### src/rtl/apb_irq_arbiter_pkg.sv
// Shared types and constants for the interrupt arbiter slice.
// Optional feature macro used by this slice: IRQ_ARB_ROUND_ROBIN_EN
package irq_arb_pkg;

    // Arbiter handshake states
    typedef enum logic [1:0] {
        IDLE = 2'd0,
        REQ  = 2'd1,
        CLR  = 2'd2
    } irq_arb_state_e;

    localparam int IRQ_ARB_NB_IRQ = 32;
    localparam int IRQ_ARB_ID_W   = 5;

    // True when n is a nonzero power of two not above the supported line count
    function automatic bit irq_arb_nb_ok(input int n);
        return (n > 0) && (n <= IRQ_ARB_NB_IRQ) && ((n & (n - 1)) == 0);
    endfunction

endpackage

### src/rtl/apb_irq_arbiter_if.sv
// Interrupt pending-vector / core handshake bundle between the event unit,
// the arbiter and the core. The arbiter uses the slave view; whoever drives
// the pending vector and acknowledges uses the master view.
interface apb_irq_arbiter_if
    import irq_arb_pkg::*;
#(
    parameter int NB_IRQ = IRQ_ARB_NB_IRQ
) ();
    localparam int ID_W = $clog2(NB_IRQ);

    logic [NB_IRQ-1:0] irq_i;
    logic              irq_en_i;
    logic              irq_req_o;
    logic [ID_W-1:0]   irq_id_o;
    logic              irq_ack_i;
    logic [ID_W-1:0]   irq_ack_id_i;
    logic [NB_IRQ-1:0] irq_clr_o;
    logic              irq_busy_o;

    modport slave (
        input  irq_i,
        input  irq_en_i,
        input  irq_ack_i,
        input  irq_ack_id_i,
        output irq_req_o,
        output irq_id_o,
        output irq_clr_o,
        output irq_busy_o
    );

    modport master (
        output irq_i,
        output irq_en_i,
        output irq_ack_i,
        output irq_ack_id_i,
        input  irq_req_o,
        input  irq_id_o,
        input  irq_clr_o,
        input  irq_busy_o
    );

endinterface

### src/rtl/apb_irq_arbiter_prio_enc.sv
// Rotating-priority find-first-one encoder. The vector is rotated so that
// bit ptr lands at position 0, the lowest set bit is found, and the index is
// rotated back. With ptr = 0 this is a plain lowest-index-wins encoder.
module irq_prio_enc #(
    parameter int NB_IRQ = 32,
    parameter int ID_W   = $clog2(NB_IRQ)
) (
    input  logic [NB_IRQ-1:0] vec,
    input  logic [ID_W-1:0]   ptr,
    output logic              valid,
    output logic [ID_W-1:0]   id
);

    logic [NB_IRQ-1:0] vec_rot;
    logic [ID_W-1:0]   rot_idx;

    // Rotate right by ptr; index arithmetic wraps because NB_IRQ is 2**ID_W
    always_comb begin
        logic [ID_W-1:0] src;
        vec_rot = '0;
        for (int i = 0; i < NB_IRQ; i++) begin
            src        = ID_W'(i) + ptr;
            vec_rot[i] = vec[src];
        end
    end

    // Lowest set bit of the rotated vector; scanning downward lets the
    // smallest index overwrite any higher hit
    always_comb begin
        rot_idx = '0;
        for (int i = NB_IRQ - 1; i >= 0; i--) begin
            if (vec_rot[i]) begin
                rot_idx = ID_W'(i);
            end
        end
    end

    assign id    = rot_idx + ptr;
    assign valid = |vec;

endmodule

### src/rtl/apb_irq_arbiter.sv
// Interrupt arbiter: picks one pending line, presents it to the core as a
// held request/ID pair, and on matching acknowledge pulses a one-hot clear
// back toward the pending register.
// Optional feature: define IRQ_ARB_ROUND_ROBIN_EN for rotating priority
// (pointer moves past each acknowledged line); default is fixed priority,
// lowest index first.
module apb_irq_arbiter
    import irq_arb_pkg::*;
#(
    parameter int NB_IRQ = IRQ_ARB_NB_IRQ,
    parameter int ID_W   = $clog2(NB_IRQ)
) (
    input logic              HCLK,
    input logic              HRESETn,
    apb_irq_arbiter_if.slave bus
);

    irq_arb_state_e    state_q, state_d;
    logic [ID_W-1:0]   id_q, id_d;
    logic [ID_W-1:0]   ptr_q;
    logic              req_q, req_d;
    logic [NB_IRQ-1:0] clr_q, clr_d;
    logic              busy_q, busy_d;
    logic              enter_clr;

    logic [NB_IRQ-1:0] irq_vec;
    logic              enc_valid;
    logic [ID_W-1:0]   enc_id;
    logic              ack_hit;

    assign irq_vec = bus.irq_i;
    assign ack_hit = bus.irq_ack_i && (bus.irq_ack_id_i == id_q);

    irq_prio_enc #(
        .NB_IRQ (NB_IRQ),
        .ID_W   (ID_W)
    ) u_prio_enc (
        .vec   (irq_vec),
        .ptr   (ptr_q),
        .valid (enc_valid),
        .id    (enc_id)
    );

    // Next state and next values of the registered outputs
    always_comb begin
        state_d   = state_q;
        id_d      = id_q;
        req_d     = 1'b0;
        clr_d     = '0;
        enter_clr = 1'b0;
        case (state_q)
            IDLE: begin
                if (bus.irq_en_i && enc_valid) begin
                    state_d = REQ;
                    id_d    = enc_id;
                    req_d   = 1'b1;
                end
            end
            REQ: begin
                // Ack beats a same-cycle withdraw; enable is not consulted here
                if (ack_hit) begin
                    state_d   = CLR;
                    clr_d     = NB_IRQ'(1) << id_q;
                    enter_clr = 1'b1;
                end else if (!irq_vec[id_q]) begin
                    state_d = IDLE;
                end else begin
                    req_d = 1'b1;
                end
            end
            CLR: begin
                state_d = IDLE;
            end
            default: begin
                state_d = IDLE;
            end
        endcase
        busy_d = (state_d != IDLE);
    end

    // State, latched ID and output registers
    always_ff @(posedge HCLK) begin
        if (!HRESETn) begin
            state_q <= IDLE;
            id_q    <= '0;
            req_q   <= 1'b0;
            clr_q   <= '0;
            busy_q  <= 1'b0;
        end else begin
            state_q <= state_d;
            id_q    <= id_d;
            req_q   <= req_d;
            clr_q   <= clr_d;
            busy_q  <= busy_d;
        end
    end

`ifdef IRQ_ARB_ROUND_ROBIN_EN
    // Priority pointer moves just past the line being cleared
    always_ff @(posedge HCLK) begin
        if (!HRESETn) begin
            ptr_q <= '0;
        end else if (enter_clr) begin
            ptr_q <= id_q + ID_W'(1);
        end
    end
`else
    logic unused_enter_clr;
    assign unused_enter_clr = enter_clr;
    assign ptr_q            = '0;
`endif

    assign bus.irq_req_o  = req_q;
    assign bus.irq_id_o   = id_q;
    assign bus.irq_clr_o  = clr_q;
    assign bus.irq_busy_o = busy_q;

endmodule

### src/flat_wrapper.sv
// flat-port wrapper written by rule: the top's interface ports become plain ports
module apb_irq_arbiter_flat import irq_arb_pkg::*;
#(
    parameter int NB_IRQ = IRQ_ARB_NB_IRQ,
    parameter int ID_W   = $clog2(NB_IRQ)
)
  (HCLK, HRESETn, bus_irq_i, bus_irq_en_i, bus_irq_ack_i, bus_irq_ack_id_i, bus_irq_req_o, bus_irq_id_o, bus_irq_clr_o, bus_irq_busy_o);
  apb_irq_arbiter_if #(.NB_IRQ(NB_IRQ)) bus_i ();
  input logic HCLK;
  input logic HRESETn;
  input wire logic [$bits(bus_i.irq_i)-1:0] bus_irq_i;
  input wire logic [$bits(bus_i.irq_en_i)-1:0] bus_irq_en_i;
  input wire logic [$bits(bus_i.irq_ack_i)-1:0] bus_irq_ack_i;
  input wire logic [$bits(bus_i.irq_ack_id_i)-1:0] bus_irq_ack_id_i;
  output wire logic [$bits(bus_i.irq_req_o)-1:0] bus_irq_req_o;
  output wire logic [$bits(bus_i.irq_id_o)-1:0] bus_irq_id_o;
  output wire logic [$bits(bus_i.irq_clr_o)-1:0] bus_irq_clr_o;
  output wire logic [$bits(bus_i.irq_busy_o)-1:0] bus_irq_busy_o;
  assign bus_i.irq_i = bus_irq_i;
  assign bus_i.irq_en_i = bus_irq_en_i;
  assign bus_i.irq_ack_i = bus_irq_ack_i;
  assign bus_i.irq_ack_id_i = bus_irq_ack_id_i;
  assign bus_irq_req_o = bus_i.irq_req_o;
  assign bus_irq_id_o = bus_i.irq_id_o;
  assign bus_irq_clr_o = bus_i.irq_clr_o;
  assign bus_irq_busy_o = bus_i.irq_busy_o;
  apb_irq_arbiter #(.NB_IRQ(NB_IRQ), .ID_W(ID_W)) u_core (.HCLK(HCLK), .HRESETn(HRESETn), .bus(bus_i));
endmodule
### config.mk
export PLATFORM = sky130hd
export DESIGN_NAME = apb_irq_arbiter_flat
export DESIGN_NICKNAME = d
export VERILOG_FILES = /design/src/rtl/apb_irq_arbiter_pkg.sv /design/src/rtl/apb_irq_arbiter_if.sv /design/src/rtl/apb_irq_arbiter_prio_enc.sv /design/src/rtl/apb_irq_arbiter.sv /design/src/flat_wrapper.sv
export SDC_FILE = /design/constraint.sdc
export NUM_CORES = 1
export LEC_CHECK = 0
export CORE_ASPECT_RATIO = 0.5
export CORE_MARGIN = 1
export CORE_UTILIZATION = 51
export DETAILED_ROUTE_END_ITERATION = 8
export DONT_BUFFER_PORTS = 1
export PLACE_DENSITY = 0.68
export RECOVER_POWER = 50
export REMOVE_ABC_BUFFERS = 1
export SYNTH_ARGS = -nofsm -noshare
export SYNTH_HDL_FRONTEND = slang
export SYNTH_SLANG_ARGS = --single-unit
### constraint.sdc
create_clock -name HCLK -period 2.1 [get_ports HCLK]
set_clock_uncertainty 0.1 [all_clocks]
set_input_delay 0.21 -clock HCLK [delete_from_list [all_inputs] [get_ports HCLK]]
set_output_delay 0.21 -clock HCLK [all_outputs]
set_load 0.01 [all_outputs]
# Word level (Yosys, flattened, before mapping)
# Index checks and enable logic that the tools add are counted.
word_totals:
  input_bits: 41
  ff_bits: 41
  elab_cells: 58
classes:
  n_eq_ne: 2
  reduce_logical: 7
  shift: 1
  muxes: 42
  order_cmp: 1
ops:
  columns: ["cell", "count"]
  rows:
  - ["5-bit two-way mux", 32]
  - ["32-bit OR reduction", 1]
  - ["1-bit by 5-bit left shift with 32-bit output (first input constant)", 1]
  - ["5-bit by 6-bit < comparator with 1-bit output (second input constant)", 1]
  - ["2-bit two-way mux", 3]
  - ["1-bit binary-select mux with 5-bit select", 1]
  - ["5-bit equality test", 1]
  - ["1-bit two-way mux", 4]
  - ["2-bit one-hot mux with 2 select lines", 1]
  - ["3-bit AND reduction", 1]
  - ["2-bit by 1-bit equality test with 1-bit output (second input constant)", 1]
  - ["1-bit logical AND", 2]
  - ["2-bit logical NOT", 1]
  - ["1-bit one-hot mux with 2 select lines", 1]
  - ["2-bit AND reduction", 1]
  - ["2-bit nonzero test", 1]

# Logic depth before layout (Yosys ltp)
# Gate-level depths: netlist of run 1.
logic_depth:
  depth_word: 32
  ltp_mapped: 8
  ltp_nobuf: 6

# Cells and area by module
# A second synthesis of run 1 with hierarchy kept.
hier_totals:
  hier_cells: 468
  area_unflattened_um2: 4921.0
by_module_without_submodules:
  columns: ["module", "area_per_inst_um2", "seq_area_each_um2", "n_inst", "cells_each"]
  rows:
  - ["irq_prio_enc", 3220.6, 0.0, 1, 302]
  - ["apb_irq_arbiter", 1700.4, 820.8, 1, 166]

# Least setup slack after synthesis of run 1
# No wires, ideal clock.
synth_path:
  path_kind: "register to register"
  start: "register u_core.id_q[1], in the netlist u_core.bus.irq_id_o[1]"
  end: "register u_core.busy_q, in the netlist u_core.bus.irq_busy_o"
  period_less_slack_ns: 1.690
  path_stages_with_launch: 9
  arrival_time_ns: 1.459
  path_slack_ns: 0.410
  required_ns: 1.869
  setup_ns: 0.131
  path_cell_list: "dfxtp_1 > buf_6 > buf_12 > mux2i_1 > a22oi_1 > o2111ai_1 > o22ai_2 > a311oi_2 > a21oi_1"
synth_via:
  elab_chain_cells: 6
synth_lines:
  columns: ["element", "line", "text"]
  rows:
  - ["from (decl)", "apb_irq_arbiter.sv:19", "logic [ID_W-1:0] id_q, id_d;"]
  - ["from (signal assigned)", "apb_irq_arbiter.sv:91", "id_q <= id_d;"]
  - ["1-bit binary-select mux with 5-bit select", "apb_irq_arbiter.sv:65", "end else if (!irq_vec[id_q]) begin"]
  - ["1-bit two-way mux (not written as such)", "apb_irq_arbiter.sv:65", null]
  - ["2-bit two-way mux", "apb_irq_arbiter.sv:65", null]
  - ["2-bit two-way mux *", "apb_irq_arbiter.sv:61", "if (ack_hit) begin"]
  - ["2-bit one-hot mux with 2 select lines *", "apb_irq_arbiter.sv:51", "case (state_q)"]
  - ["2-bit nonzero test *", "apb_irq_arbiter.sv:78", "busy_d = (state_d != IDLE);"]
  - ["to (signal assigned)", "apb_irq_arbiter.sv:94", "busy_q <= busy_d;"]
  - ["to (decl)", "apb_irq_arbiter.sv:23", "logic busy_q, busy_d;"]
# Every way passes the cells marked *; elsewhere a longest branch is shown, timed or not. The select of a mux whose other input is x is not followed.
# A chain may end at the register's enable or synchronous reset.

# Worst setup path after layout of run 1
layout_path:
  start: "register u_core.id_q[1], in the netlist u_core.bus.irq_id_o[1]"
  end: "register u_core.state_q[0]"
layout_via:
  elab_chain_cells: 5
layout_lines:
  columns: ["element", "line", "text"]
  rows:
  - ["1-bit binary-select mux with 5-bit select", "apb_irq_arbiter.sv:65", null]
  - ["1-bit two-way mux (not written as such)", "apb_irq_arbiter.sv:65", null]
  - ["2-bit two-way mux", "apb_irq_arbiter.sv:65", null]
  - ["2-bit two-way mux *", "apb_irq_arbiter.sv:61", null]
  - ["2-bit one-hot mux with 2 select lines *", "apb_irq_arbiter.sv:51", null]
  - ["to (signal assigned)", "apb_irq_arbiter.sv:90", "state_q <= state_d;"]
  - ["to (decl)", "apb_irq_arbiter.sv:18", "irq_arb_state_e state_q, state_d;"]
# Marks and branches as above.

==> summary.md, run 1 <==
| Metric | Value |
|---|---|
| Fin crit period | `1.86 ns` |
| GR Overflow Total | `0` |
| First-pass GRT wire length | `7040 µm` |
| Hold Slack | `0.0123 ns` |
| Area post-placement | `2110 µm²` |
| CTS H-tree lvls | `2` |
| Post-synth ARST share | `0` |
| Sequential area share after synthesis | `0.397` |
| P_leak | `0.000727 µW` |
| Drt first pass iters | `4` |
| Starting DRT DRC Count | `35` |
| Clk network pwr share | `0.387` |
| Startpoint Class | `register` |
| Vias | `1,648` |
| Worst-Skew Late Latency | `0.28 ns` |
| Syn. warnings | `0` |
| Layout Nets | `279` |
| DP Wirelength | `3590 µm` |
| Proportion of layout cells with a drive suffix above 1 | `0.147` |
| Chip Height | `47.0 µm` |
| Clock root buffer | `clkbuf_8` |
| NetSw | `334 µW` |
| Final Instance Area | `2210 µm²` |
| Post-route insts no fill | `289` |
| Core area | `3640 µm²` |
| Pin count of the biggest net entering global routing | `21` |
| EDFF count, synth | `0` |
| Sw Ratio | `0.218` |
| Post-DR wirelength/cell | `15.9 µm` |
| CP max FO | `20` |
| Cell row count | `15` |
| Commonest non-fill, non-tap cell in the layout | `nor2_1` |
| Starting Density | `0.567` |
| GPL Wtd Cong | `0.821` |
| Top cell type by total area after synthesis | `dfxtp_1` |
| Slowest-stage cell, CP | `dfxtp_1` |
| Peak VDD IR | `0.264 mV` |
| PwrDens | `693 nW/µm²` |
| Postcts setup bufs | `0` |
| Most frequent cells in the layout | `44 x nor2_1, 41 x dfxtp_1, 17 x nand2_1, 12 x mux2i_1, 10 x a21oi_1` |
| GRT Overall Usage | `0.217` |
| Maximum root-to-sink buffer count | `2` |
| CTS Buf Count | `5` |
| Worst path cell trace | `buf_12 > mux2_1 > o211ai_1 > o22ai_2 > a311oi_2 > o31ai_1` |
| WL final | `4600 µm` |
| Pint | `1200 µW` |
| Number of global-route vias before repair | `1,514` |
| Max-Cap Viols | `0` |
| Vias per Instance | `5.70` |
| CTS tree | `built` |
| Worst Hold Class | `primary input to register` |
| Initial antenna violation count | `0` |
| Worst slew pin tran | `0.528 ns` |
| CP required | `2.16 ns` |
| Slew headroom | `0.648` |
| Setup Viol. Count Final | `0` |
| F_max | `0.538 GHz` |
| Syn Inst Count | `236` |
| DIE WIDTH | `92.0 µm` |
| Port bufs | `0` |
| DP Cell Count | `281` |
| Area share of the leading cell type in the synthesized netlist | `0.397` |
| CP endpoint kind | `register` |
| Synth Flop Type | `dfxtp_1` |
| Comb power frac | `0.093` |
| Area Overhead vs Synth | `6.97%` |
| Final hold viol count | `0` |
| Outcome | `complete, no violations` |
| Reg power frac | `0.520` |
| Fin crit share | `0.885` |
| Yosys reg bits | `41` |
| DIE AREA | `4320 µm²` |
| Clk pin slew, worst setup/hold paths | `0.07 ns` |
| Synth unique cells | `56` |
| DR DRC count | `0` |
| Largest cells by area after synthesis | `dfxtp_1 40%, nor2_1 8.0%, mux2i_1 5.8%` |
| Avg Cell Area, Syn | `8.75 µm²` |
| Post-route ant nets | `0` |
| Synthesized area | `2070 µm²` |
| CP arrival | `1.92 ns` |
| Max incr delay on CP | `0.39 ns` |
| CTS Sinks | `41` |
| Antenna cells | `0` |
| Fin. max-slew vios | `0` |
| I/O pin cnt | `80` |
| RSZ-0062 raised after global routing | `false` |
| Critical path type | `register to register` |
what timing repair did:
item / 4_1_cts / 5_1_grt
gates resized for setup: 0 / 0
hold buffers: 1 / 0
hold endpoints to repair: 8 / 0
through the flow:
step,utilization,setup TNS (ns),power [µW],setup WS (ns)
floorplan,-,-2.61,925,-0.155
global placement,0.580,0,954,0.335
detailed placement,0.580,0,957,0.268
CTS,0.611,0,1540,0.240
global route,0.607,0,1600,0.119
finish,0.607,0,1530,0.242
state kept, by name (all words and copies together), names as in the netlist:
name / cells
u_core.bus.irq_req_o: 1
u_core.state_q: 2
u_core.bus.irq_clr_o: 32
u_core.bus.irq_id_o: 5
u_core.bus.irq_busy_o: 1
synth_stat cells (all sizes together) (3+ instances only):
master,number
nor4,12
o21ai,7
nor3,7
o211ai,3
a21oi,10
nand3,4
o22ai,3
mux2i,12
buf,11
nand4,4
a211oi,3
xnor2,3
dfxtp,41
nor2,48
o31ai,3
nor2b,6
nand2,20
inv,8
nand2b,3
power groups by stage:
stage,clock network (µW),logic [µW],registers (µW)
2_1_floorplan,0,101,824
5_1_grt,643,157,797
3_5_place_dp,0,141,815
6_report,592,143,797
3_3_place_gp,0,140,815
4_1_cts,602,145,797
layer usage:
layer / track usage / vias to the layer above / share of wire
li1: - / 832 / -
met1: 0.275 / 747 / 0.49
met2: 0.366 / 64 / 0.43
met3: 0.0647 / 5 / 0.068
met4: 0.0813 / 0 / 0.011
met5: 0 / - / 0
cell families (layout without fill, tap and decap cells):
group / after synthesis / in the layout / synth area share
flops: 41 / 41 / 0.397
simple gates: 113 / 113 / 0.307
mux: 14 / 14 / 0.0691
xor+xnor: 5 / 5 / 0.0285
buf+inv: 20 / 22 / 0.0515
compound gates: 43 / 43 / 0.147
critical path: cells and delay by family, from the launching register on:
kind                   cells  cell delay, ns
AO/OA/AOI/OAI              4            0.71
flip-flops                 1            0.39
multiplexers               1            0.34
buffers and inverters      1            0.19
area by class of cell:
type / instances / area (µm²)
flip-flops and latches: 41 / 821
clock inverters: 2 / 35.0
fillers: 341 / 1430
inverters: 8 / 30.0
multi-input cells: 175 / 1140
clock buffers: 5 / 68.8
well taps: 51 / 63.8
repair buffers: 7 / 52.6
final timing paths:
kind                               start                      to  slack [ns]  depth (start not counted)
hold reg to reg        u_core.state_q[0]  u_core.bus.irq_id_o[4]        0.52                          3
setup / recovery  u_core.bus.irq_id_o[1]       u_core.state_q[0]        0.24                          6
hold / removal             bus_irq_ack_i       u_core.state_q[1]        0.01                          2
setup reg to reg  u_core.bus.irq_id_o[1]       u_core.state_q[0]        0.24                          6
Power figures use the tool's default switching activity.
==> inputs of run 2 (changes only) <==
- ABC_CLOCK_PERIOD_IN_PS: default -> 1500
- PLACE_DENSITY: 0.68 -> 0.71
- clock period: 2.1 -> 1.5 ns (I/O delays scaled with it)
==> summary.md, run 2 (same netlist as run 1, synthesis figures left out) <==
| Metric | Value |
|---|---|
| Worst-Skew Late Latency | `0.28 ns (about the same)` |
| CTS H-tree lvls | `2 (unchanged)` |
| CP max FO | `6 (was 20)` |
| Outcome | `complete, but fails checks (was complete, no violations)` |
| Maximum root-to-sink buffer count | `2 (unchanged)` |
| GPL Wtd Cong | `0.902 (was 0.821)` |
| PwrDens | `855 nW/µm² (was 693 nW/µm²)` |
| GR Overflow Total | `0 (unchanged)` |
| Family with the most delay on the worst path | `simple AND/OR/NAND/NOR gates (was compound AO/OA/AOI/OAI gates)` |
| Number of global-route vias before repair | `1,677 (was 1,514)` |
| CTS Sinks | `41 (unchanged)` |
| Drt first pass iters | `4 (unchanged)` |
| Area Overhead vs Synth | `25.6% (was 6.97%)` |
| WP buf/inv | `1 (unchanged)` |
| CP endpoint kind | `register (unchanged)` |
| Initial antenna violation count | `0 (unchanged)` |
| DIE AREA | `4320 µm² (unchanged)` |
| Clock root buffer | `clkbuf_8 (unchanged)` |
| Max reg flops | `32 (unchanged)` |
| Failing checks | `setup timing` |
| Antenna cells | `0 (unchanged)` |
| Starting DRT DRC Count | `70 (was 35)` |
| Final Worst Setup Slack | `-0.257 ns (was 0.242 ns)` |
| CTS Buf Count | `5 (unchanged)` |
| Post-route ant nets | `0 (unchanged)` |
| Dpl ws | `-0.371 ns (was 0.268 ns)` |
| Chip Height | `47.0 µm (unchanged)` |
| Final hold viol count | `0 (unchanged)` |
| WL final | `5220 µm (was 4600 µm)` |
| Fin crit period | `1.76 ns (was 1.86 ns)` |
| DR DRC count | `0 (unchanged)` |
| Slowest-stage cell, CP | `dfxtp_4 (was dfxtp_1)` |
| Max-Cap Viols | `0 (unchanged)` |
| Worst path cell trace | `buf_8 > xnor2_2 > nand4_2 > nor4_4 > and2b_2 > nand2_4 > nor2_1 (was buf_12 > mux2_1 > o211ai_1 > o22ai_2 > a311oi_2 > o31ai_1)` |
| Startpoint Class | `register (unchanged)` |
| DIE WIDTH | `92.0 µm (unchanged)` |
| Clk pin slew, worst setup/hold paths | `0.08 ns (was 0.07 ns)` |
| Core area | `3640 µm² (unchanged)` |
| DP Cell Count | `303 (was 281)` |
| Starting Density | `0.567 (unchanged)` |
| P_leak | `0.000963 µW (was 0.000727 µW)` |
| Critical path type | `register to register (unchanged)` |
| Worst Hold Class | `primary input to register (unchanged)` |
| Layout Nets | `309 (was 279)` |
| Vias per Instance | `5.71 (was 5.70)` |
| Port bufs | `0 (unchanged)` |
| Commonest non-fill, non-tap cell in the layout | `dfxtp_1 (was nor2_1)` |
| RSZ-0062 raised after global routing | `true (was false)` |
| Post-DR wirelength/cell | `16.4 µm (was 15.9 µm)` |
| Worst slew pin tran | `0.543 ns (was 0.528 ns)` |
| Vias | `1,823 (was 1,648)` |
| CP required | `1.62 ns (was 2.16 ns)` |
| Most frequent cells in the layout | `38 x dfxtp_1, 31 x nor2_1, 30 x buf_4, 14 x nand2_1, 13 x nor2_2 (was 44 x nor2_1, 41 x dfxtp_1, 17 x nand2_1, 12 x mux2i_1, 10 x a21oi_1)` |
| Hold Slack | `0.0525 ns (was 0.0123 ns)` |
| Cell row count | `15 (unchanged)` |
| CTS tree | `built (unchanged)` |
| Peak VDD IR | `0.354 mV (was 0.264 mV)` |
| I/O pin cnt | `80 (unchanged)` |
| Pwr Total | `2220 µW (was 1530 µW)` |
| Fin crit share | `1.17 (was 0.885)` |
| Pin count of the biggest net entering global routing | `13 (was 21)` |
| GRT Overall Usage | `0.231 (was 0.217)` |
| DP Wirelength | `3880 µm (was 3590 µm)` |
| First-pass GRT wire length | `7630 µm (was 7040 µm)` |
| Max incr delay on CP | `0.38 ns (was 0.39 ns)` |
| Fin. max-slew vios | `0 (unchanged)` |
| Proportion of layout cells with a drive suffix above 1 | `0.347 (was 0.147)` |
| Setup Viol. Count Final | `35 (was 0)` |
| Slew headroom | `0.638 (was 0.648)` |
| Setup tns final | `-7.67 ns (was 0 ns)` |
| Post-route insts no fill | `319 (was 289)` |
| F_max | `0.569 GHz (was 0.538 GHz)` |
| CP arrival | `1.88 ns (was 1.92 ns)` |
==> run 2: worst paths after layout <==
kind,to,start,cells past startpoint,slack [ns]
worst min register to register,u_core.bus.irq_id_o[2],u_core.bus.irq_id_o[2],3,0.57
worst max register to register,u_core.bus.irq_clr_o[1],u_core.bus.irq_id_o[1],7,-0.26
worst min-delay path,u_core.state_q[0],HRESETn,2,0.05
worst max-delay path,u_core.bus.irq_clr_o[1],u_core.bus.irq_id_o[1],7,-0.26
==> run 2: final cells by class <==
class / instances / area [µm²]
inverters: 8 / 30.0
clock inverters: 2 / 35.0
repair buffers: 36 / 297
flip-flops and latches: 41 / 830
multi-input cells: 176 / 1270
well taps: 51 / 63.8
clock buffers: 5 / 68.8
fillers: 292 / 1050
==> run 2: worst register-to-register path: cells and delay by family (launching register included) <==
| family | cells | cell delay [ns] |
|---|---|---|
| and+or+nand+nor | 5 | 0.96 |
| xor gates and xnor gates | 1 | 0.13 |
| buffers and inverters | 1 | 0.13 |
| DFF | 1 | 0.38 |
==> run 2: report_power, final <==
group | internal, µW | switching [µW] | leakage [µW]
Clock | 483 | 355 | 0.0000540
Sequential | 1100 | 15.2 | 0.000333
Combinational | 138 | 126 | 0.000576
Total | 1720 | 497 | 0.000963
==> run 2: what timing repair did <==
| item | 4_1_cts | 5_1_grt |
|---|---|---|
| hold buffers | 3 | 0 |
| gates cloned | 0 | 1 |
| setup endpoints to repair | 35 | 36 |
| resized for setup | 14 | 30 |
| setup buffers | 0 | 5 |
| pin swaps | 13 | 17 |
| hold endpoints to repair | 9 | 0 |
==> run 2: through the flow <==
step / area [µm²] / util
3_3_place_gp: 2260 / 0.622
5_1_grt: 2590 / 0.712
4_1_cts: 2440 / 0.670
6_report: 2590 / 0.712
2_1_floorplan: 1990 / -
3_5_place_dp: 2260 / 0.622
==> run 2: metal layers <==
metal / part of all wire / track usage / vias up
met5: 0 / 0 / -
met4: 0.0080 / 0.0625 / 0
met3: 0.068 / 0.0566 / 7
met2: 0.48 / 0.430 / 77
met1: 0.44 / 0.280 / 847
li1: - / - / 892
==> inputs of run 3 (changes only) <==
- CORE_UTILIZATION: 51 -> 56
- PLACE_DENSITY: 0.71 -> 0.76
==> summary.md, run 3 (same netlist as run 1, synthesis figures left out) <==
| Metric | Value |
|---|---|
| Vias | `1,775 (was 1,823)` |
| Maximum root-to-sink buffer count | `2 (unchanged)` |
| RSZ-0062 raised after global routing | `true (unchanged)` |
| Pwr Total | `2080 µW (was 2220 µW)` |
| DR DRC count | `0 (unchanged)` |
| F_max | `0.590 GHz (was 0.569 GHz)` |
| Worst Hold Class | `primary input to register (unchanged)` |
| Pin count of the biggest net entering global routing | `13 (unchanged)` |
| Clock root buffer | `clkbuf_8 (unchanged)` |
| Cell row count | `15 (unchanged)` |
| Core area | `3470 µm² (was 3640 µm²)` |
| Fillers | `282 (was 292)` |
| Final Worst Setup Slack | `-0.196 ns (was -0.257 ns)` |
| Starting DRT DRC Count | `52 (was 70)` |
| Fin crit period | `1.70 ns (was 1.76 ns)` |
| Antenna cells | `0 (unchanged)` |
| Commonest non-fill, non-tap cell in the layout | `dfxtp_1 (unchanged)` |
| Post-route ant nets | `0 (unchanged)` |
| Clk pin slew, worst setup/hold paths | `0.07 ns (was 0.08 ns)` |
| CTS tree | `built (unchanged)` |
| CTS H-tree lvls | `2 (unchanged)` |
| Slew headroom | `0.673 (was 0.638)` |
| Setup Viol. Count Final | `35 (unchanged)` |
| GR Overflow Total | `0 (unchanged)` |
| CTS Buf Count | `5 (unchanged)` |
| Worst path cell trace | `buf_12 > mux2i_2 > a22oi_1 > nand4b_1 > a21oi_2 > a311oi_2 > o31ai_1 (was buf_8 > xnor2_2 > nand4_2 > nor4_4 > and2b_2 > nand2_4 > nor2_1)` |
| Worst slew pin tran | `0.490 ns (was 0.543 ns)` |
| I/O pin cnt | `80 (unchanged)` |
| Final hold viol count | `0 (unchanged)` |
| Starting Density | `0.595 (was 0.567)` |
| Post-DR wirelength/cell | `15.1 µm (was 16.4 µm)` |
| Vias per Instance | `5.62 (was 5.71)` |
| Layout Nets | `306 (was 309)` |
| Fin crit share | `1.13 (was 1.17)` |
| First-pass GRT wire length | `7230 µm (was 7630 µm)` |
| Failing checks | `setup timing (unchanged)` |
| DIE WIDTH | `87.9 µm (was 92.0 µm)` |
| Startpoint Class | `register (unchanged)` |
| CTS Sinks | `41 (unchanged)` |
| Drt first pass iters | `4 (unchanged)` |
| Max incr delay on CP | `0.40 ns (was 0.38 ns)` |
| Peak VDD IR | `0.396 mV (was 0.354 mV)` |
| Critical path type | `register to register (unchanged)` |
| Area Overhead vs Synth | `23.1% (was 25.6%)` |
| CP required | `1.57 ns (was 1.62 ns)` |
| DIE AREA | `3950 µm² (was 4320 µm²)` |
| GRT Overall Usage | `0.248 (was 0.231)` |
| Number of global-route vias before repair | `1,643 (was 1,677)` |
| Fin. max-slew vios | `0 (unchanged)` |
| Multi-input gate area | `1250 µm² (was 1270 µm²)` |
| Initial antenna violation count | `0 (unchanged)` |
| CP max FO | `9 (was 6)` |
| Slowest-stage cell, CP | `dfxtp_4 (unchanged)` |
| Dpl ws | `-0.345 ns (was -0.371 ns)` |
| Max reg flops | `32 (unchanged)` |
| Max-Cap Viols | `0 (unchanged)` |
| Register area | `830 µm² (unchanged)` |
| Port bufs | `0 (unchanged)` |
| GPL Wtd Cong | `0.827 (was 0.902)` |
| WL final | `4760 µm (was 5220 µm)` |
| PwrDens | `817 nW/µm² (was 855 nW/µm²)` |
| Outcome | `complete, but fails checks (unchanged)` |
| Most frequent cells in the layout | `38 x dfxtp_1, 29 x nor2_1, 29 x buf_4, 16 x nor2_2, 14 x nand2_1 (was 38 x dfxtp_1, 31 x nor2_1, 30 x buf_4, 14 x nand2_1, 13 x nor2_2)` |
| CP arrival | `1.77 ns (was 1.88 ns)` |
| P_leak | `0.000923 µW (was 0.000963 µW)` |
| Worst-Skew Late Latency | `0.29 ns (was 0.28 ns)` |
| DP Wirelength | `3770 µm (was 3880 µm)` |
| Proportion of layout cells with a drive suffix above 1 | `0.347 (about the same)` |
| Chip Height | `44.9 µm (was 47.0 µm)` |
| CP endpoint kind | `register (unchanged)` |
==> run 3: layer usage <==
metal	track usage	routed length [µm]	up-vias
li1	-	-	887
met1	0.306	2090	816
met2	0.423	2290	67
met3	0.0768	341	5
met4	0.0787	38	0
met5	0	0	-
==> run 3: repair_timing <==
| action | in CTS | in global routing |
|---|---|---|
| resized for setup | 11 | 31 |
| pin swaps | 10 | 16 |
| endpoints found under the hold margin | 9 | 0 |
| hold buffers | 3 | 0 |
| setup endpoints to repair | 35 | 38 |
| buffers inserted | 0 | 2 |
==> run 3: worst paths after layout <==
| check | startpoint | end | slack (ns) | depth (start not counted) |
|---|---|---|---|---|
| max | u_core.bus.irq_id_o[1] | u_core.bus.irq_req_o | -0.20 | 7 |
| min reg2reg | u_core.bus.irq_id_o[0] | u_core.bus.irq_id_o[0] | 0.44 | 2 |
| max reg2reg | u_core.bus.irq_id_o[1] | u_core.bus.irq_req_o | -0.20 | 7 |
| min | bus_irq_ack_id_i[1] | u_core.state_q[1] | 0.002 | 3 |
==> run 3: critical path: cells and delay by family (launching register included) <==
family,cells,cell delay (ns)
AO/OA/AOI/OAI,4,0.60
buffers and inverters,1,0.14
flip-flops,1,0.40
multiplexers,1,0.22
AND/OR/NAND/NOR,1,0.12
==> run 3: cell type report <==
type / instances / area share
clock buffers: 6 / 0.0325
clock inverters: 1 / 0.00295
inverters: 8 / 0.0118
multi-input cells: 175 / 0.492
flip-flops and latches: 41 / 0.326
well taps: 51 / 0.0251
repair buffers: 34 / 0.110
==> run 3: metrics by stage <==
| stage | util | instances | TNS, ns | instance area (µm²) | hold WS (ns) |
|---|---|---|---|---|---|
| floorplan | - | 224 | -24.00 | 1990 | 0.172 |
| global placement | 0.654 | 304 | -6.57 | 2270 | 0.181 |
| detailed placement | 0.654 | 304 | -9.13 | 2270 | 0.196 |
| CTS | 0.697 | 314 | -4.04 | 2420 | -0.00720 |
| global route | 0.733 | 316 | -7.55 | 2540 | 0.00663 |
| finish | 0.733 | 316 | -4.34 | 2540 | 0.00156 |
==> run 3: where the power goes <==
| group | switching [µW] | internal [µW] |
|---|---|---|
| logic | 119 | 129 |
| registers | 15.0 | 1100 |
| clock network | 353 | 363 |
